<file path="src/rtl/vec_store_unit.sv">
// Vector store serializer: captures a LANES x WIDTH vector and writes the
// first N lanes, one word per cycle, to consecutive memory addresses.
module vec_store_unit #(
  parameter int unsigned LANES  = 16,
  parameter int unsigned WIDTH  = 16,
  parameter int unsigned ADDR_W = 16
) (
  input  logic                             clk,
  input  logic                             reset,
  input  logic                             in_valid,
  output logic                             in_ready,
  input  logic [LANES-1:0][WIDTH-1:0]      in_data,
  input  logic [ADDR_W-1:0]                in_base_addr,
  input  logic [$clog2(LANES+1)-1:0]       in_count,
  output logic                             mem_we,
  output logic [ADDR_W-1:0]                mem_addr,
  output logic [WIDTH-1:0]                 mem_wdata,
  input  logic                             mem_ready,
  output logic                             busy,
  output logic                             done
);

  localparam int unsigned CNT_W = $clog2(LANES + 1);
  localparam int unsigned IDX_W = (LANES > 1) ? $clog2(LANES) : 1;

  typedef enum logic [1:0] {
    IDLE  = 2'd0,
    WRITE = 2'd1,
    DONE  = 2'd2
  } state_e;

  state_e                        state_q, state_d;
  logic [IDX_W-1:0]              idx_q, idx_d;
  logic [LANES-1:0][WIDTH-1:0]   data_q, data_d;
  logic [ADDR_W-1:0]             base_q, base_d;
  logic [CNT_W-1:0]              count_q, count_d;
  logic [ADDR_W-1:0]             mem_addr_q, mem_addr_d;
  logic [WIDTH-1:0]              mem_wdata_q, mem_wdata_d;
  logic                          in_ready_q, in_ready_d;
  logic                          mem_we_q, mem_we_d;
  logic                          busy_q, busy_d;
  logic                          done_q, done_d;

  logic [CNT_W-1:0]              eff_count;
  logic [IDX_W-1:0]              idx_inc;
  logic                          last_lane;

  // Next-state, capture and write-port update
  always_comb begin
    state_d     = state_q;
    idx_d       = idx_q;
    data_d      = data_q;
    base_d      = base_q;
    count_d     = count_q;
    mem_addr_d  = mem_addr_q;
    mem_wdata_d = mem_wdata_q;

    eff_count = (in_count > CNT_W'(LANES)) ? CNT_W'(LANES) : in_count;
    idx_inc   = idx_q + IDX_W'(1);
    last_lane = (CNT_W'(idx_q) == (count_q - CNT_W'(1)));

    unique case (state_q)
      IDLE: begin
        if (in_valid) begin
          data_d      = in_data;
          base_d      = in_base_addr;
          count_d     = eff_count;
          idx_d       = '0;
          mem_addr_d  = in_base_addr;
          mem_wdata_d = in_data[0];
          state_d     = (eff_count == '0) ? DONE : WRITE;
        end
      end
      WRITE: begin
        // Address/data only advance once memory has taken the current word
        if (mem_ready) begin
          if (last_lane) begin
            state_d = DONE;
          end else begin
            idx_d       = idx_inc;
            mem_addr_d  = base_q + ADDR_W'(idx_inc);
            mem_wdata_d = data_q[idx_inc];
          end
        end
      end
      DONE:    state_d = IDLE;
      default: state_d = IDLE;
    endcase

    in_ready_d = (state_d == IDLE);
    mem_we_d   = (state_d == WRITE);
    busy_d     = (state_d != IDLE);
    done_d     = (state_d == DONE);
  end

  // State and output registers with synchronous active-low reset
  always_ff @(posedge clk) begin
    if (!reset) begin
      state_q     <= IDLE;
      idx_q       <= '0;
      data_q      <= '0;
      base_q      <= '0;
      count_q     <= '0;
      mem_addr_q  <= '0;
      mem_wdata_q <= '0;
      in_ready_q  <= 1'b1;
      mem_we_q    <= 1'b0;
      busy_q      <= 1'b0;
      done_q      <= 1'b0;
    end else begin
      state_q     <= state_d;
      idx_q       <= idx_d;
      data_q      <= data_d;
      base_q      <= base_d;
      count_q     <= count_d;
      mem_addr_q  <= mem_addr_d;
      mem_wdata_q <= mem_wdata_d;
      in_ready_q  <= in_ready_d;
      mem_we_q    <= mem_we_d;
      busy_q      <= busy_d;
      done_q      <= done_d;
    end
  end

  assign in_ready  = in_ready_q;
  assign mem_we    = mem_we_q;
  assign mem_addr  = mem_addr_q;
  assign mem_wdata = mem_wdata_q;
  assign busy      = busy_q;
  assign done      = done_q;

endmodule
</file>
<file path="config.mk">
export PLATFORM = sky130hd
export DESIGN_NAME = vec_store_unit
export DESIGN_NICKNAME = d
export VERILOG_FILES = /design/src/rtl/vec_store_unit.sv
export SDC_FILE = /design/constraint.sdc
export NUM_CORES = 1
export LEC_CHECK = 0
export BUFFER_PORTS_ARGS = -buffer_cell sky130_fd_sc_hd__buf_2
export CORE_MARGIN = 2
export CORE_UTILIZATION = 40
export DETAILED_ROUTE_END_ITERATION = 8
export HOLD_SLACK_MARGIN = 0.1
export PLACE_DENSITY = 0.68
export REMOVE_ABC_BUFFERS = 1
export SLEW_MARGIN = 20
export SYNTH_ARGS = -nofsm -noshare
export SYNTH_HDL_FRONTEND = slang
export SYNTH_SLANG_ARGS = --single-unit
export TNS_END_PERCENT = 100
</file>
<file path="constraint.sdc">
create_clock -name clk -period 3.4 [get_ports clk]
set_input_delay 0.51 -clock clk [delete_from_list [all_inputs] [get_ports clk]]
set_output_delay 0.51 -clock clk [all_outputs]
set_load 0.05 [all_outputs]
</file>
==> results.txt <==
----------------------------------------------------
[Clock network]
  Post-CTS Resized ... 0
  Insertion delay of the later-clocked pin in the worst-skew pair ... between 0.5 and 0.6 ns
  H-tree Lvls ... 2
  TritonCTS clock tree ... built
  Post-CTS Hold Buffers ... 0
  Clock buffers created by TritonCTS ... 36
  Clock sink count ... about 320
  Clock-pin slew reported for the worst setup and hold paths after clock tree synthesis ... 0.06 ns
  Root buffer cell ... sky130_fd_sc_hd__clkbuf_16
  Buffer count from post-CTS setup fixing ... 0
  Maximum clock path buffer count ... 3

[Placement]
  Detailed-placement wirelength estimate ... ~26,000 um
  Count of input and output buffers ... 316
  Routability-driven placement congestion ratio ... 0.844

[Setup path]
  Critical path fanouts, max ... 8
  Type of element capturing the critical path ... flip-flop
  Crit path cell chain ... nand3_1 > xor2_4 > inv_2 > ha_1 > a21oi_1 > o22ai_1 > nor2b_1 > xnor2_1 > a22oi_1 > a32o_1
  Worst endpoint data arrival time ... 3.16 ns
  Cell class contributing the biggest share of worst-path delay ... compound AO/OA/AOI/OAI gates
  Critical-path cell with the highest stage delay ... sky130_fd_sc_hd__dfxtp_1
  Highest cell delay on the worst timing path ... approximately 0.55 ns
  Critical path class ... reg -> reg
  Buffers & Inverters on Critical Path ... 1
  Worst EP required ... 3.79 ns
  CP Launch Type ... flip-flop

[Drt]
  Routed Antenna Nets ... 0
  Post-DR vias/cell ... a little over 5
  Starting DRT DRC Count ... just under 600
  Total Wirelength ... 39,100 um
  Remaining design rule violation count ... 0
  Vias ... between 10,000 and 15,000
  Routed wire length per instance ... 16.6 um
  Number of detailed-routing iterations run before antenna repair ... 5

[Floorplanning]
  Io pins ... 317
  Placeable core region ... 35,700 um^2
  Die boundary height ... about 190 um
  Starting Density ... 0.407
  Die area ... 37,900 um^2
  Placement row count ... 69
  Horizontal die dimension ... 195 um

[Run]
  Number of max-cap violations ... 0

[Global routing]
  GRT Resource Usage Total ... 0.203
  Vias in the first global route ... approximately 12,000
  Final global-route overflow total ... 0
  First-pass GRT wire length ... 62,900 um
  Antenna violations before repair ... 4
  Pin count of the biggest net entering global routing ... about 150

[Timing]
  Final Hold Viols ... 0
  Highest clock frequency the design can meet ... ~360 MHz
  Total of endpoints with negative setup slack in the final report ... 0
  Setup TNS ... 0 ns
  Transition time of the tightest slew-check pin ... slightly below 1 ns
  Final critical path time including I/O delays and setup ... around 2.8 ns
  Headroom to the max-slew limit ... 0.358
  Part of the cycle the worst path needs ... 0.813
  Total count of max-transition violations in the final report ... 0
  Worst hold slack across all endpoints ... 0.225 ns
  Max Clock Skew ... 0.0214 ns
  RSZ-0062 raised after global routing ... no

[Outcome]
  Status ... finished, final reports clean

[Synth]
  Synthesized area ... 14,500 um^2
  Post-synthesis area per instance ... 8.96 um^2
  Number of warnings reported in the yosys synthesis log ... 0
  Most frequently used flop master after synthesis ... sky130_fd_sc_hd__dfxtp_1
  Share of the synthesized area in the top cell type ... 0.440
  Commonest cells post-synth ... sky130_fd_sc_hd__nand2_1, sky130_fd_sc_hd__dfxtp_1, sky130_fd_sc_hd__a21boi_0
  Number of cells produced by synthesis ... 1,621
  Synth unique cells ... 47
  Post-synthesis sequential area ratio ... 0.440
  Flip-flop and latch count after synthesis ... around 320
  Most numerous cell in the Yosys netlist ... sky130_fd_sc_hd__nand2_1
  Post-synth EDFFs ... 0
  Ys async rst share ... 0
  Largest cells by area after synthesis ... sky130_fd_sc_hd__dfxtp_1, sky130_fd_sc_hd__nand2_1, sky130_fd_sc_hd__a21boi_0
  Leading area contributor after synthesis ... sky130_fd_sc_hd__dfxtp_1

[Power and ir drop]
  Cell Pwr Density ... ~520 nW/um^2
  Power Total ... 0.00921 W
  Leak Pwr ... slightly below 7 nW
  Maximum vdd ir drop ... between 0.3 and 0.4 mV

[Layout]
  Utilization after layout ... 0.493
  Layout overhead on the synthesized area ... 20.9%
  Post-layout net count ... 2,150
  Share of cells above drive strength 1 ... 0.254

[Hold path]
  Class of the worst hold path ... in -> reg

----------------------------------------------------
[layout make-up]
type	instances	area, um^2
Sequential cell	319	6390
Antenna cell	1	2.50
Multi-Input combinational cell	1160	7580
Tap cell	461	577
Clock inverter	6	68.8
Clock buffer	55	1070
Inverter	8	30.0
Timing Repair Buffer	337	1850
Fill cell	3447	18100
[worst paths after layout]
path,start,endpoint,slack (ns),depth (start not counted)
worst max-delay path,idx_q[2],mem_addr[9],0.63,10
worst min-delay path,in_data[72],data_q[72],0.23,3
worst max register to register,idx_q[2],mem_addr[9],0.63,10
worst min register to register,data_q[116],data_q[116],0.45,2
[metal layers]
metal  track usage  up-vias  routed length [um]
li1              -     5983                   -
met1         0.262     5801               17200
met2         0.345      301               18600
met3        0.0375       78                2240
met4        0.0672        8                1030
met5             0        -                  49
[stage by stage]
stage | instance area [um^2] | worst slack, ns | cells
4_1_cts | 17600 | 0.678 | 2346
3_3_place_gp | 16400 | 0.778 | 2285
5_1_grt | 17600 | 0.437 | 2346
6_report | 17600 | 0.635 | 2347
2_1_floorplan | 13900 | -6.44 | 1487
3_5_place_dp | 16400 | 0.709 | 2285
[cell families (layout without fill, tap and decap cells)]
family,count (synthesis),count (layout),share of synthesized area
AND/OR/NAND/NOR,673,673,0.183
adder cells (fa/ha/maj),7,7,0.00654
multiplexers,97,97,0.122
buffers and inverters,142,406,0.0437
AO/OA/AOI/OAI,363,363,0.192
flip-flops,319,319,0.440
other,0,1,0
XOR/XNOR,20,20,0.0131
[cell usage in the layout (no fill, tap or decap), drive strengths merged, types with 12 or more instances in the layout]
cell type  count
a2111oi       16
a21boi       286
buf          337
clkbuf        55
dfxtp        319
mux2i         33
mux4          64
nand2        577
nand3         14
nor2          24
nor3          35
o21ai         27
xnor2         12
[state kept, by name (all words and copies together) (netlist names)]
| register | flops |
|---|---|
| base_q | 16 |
| busy | 1 |
| mem_wdata | 16 |
| idx_q | 4 |
| in_ready | 1 |
| mem_addr | 16 |
| state_q | 2 |
| data_q | 256 |
| done | 1 |
| count_q | 5 |
| mem_we | 1 |
[tightest hold or removal path, delay by kind of cell]
family	cells	cell delay, ns
compound gates	1	0.05
buf+inv	1	0.09
simple gates	1	0.04
[where the power goes]
group          leakage [nW]  internal (W)  total, W  switching [W]
registers              2.62       0.00399   0.00412       0.000131
logic                  3.65      0.000533   0.00132       0.000789
clock network         0.557       0.00225   0.00377        0.00152
total                  6.83       0.00677   0.00921        0.00244
Note: power is estimated with default switching activity, not from simulation.
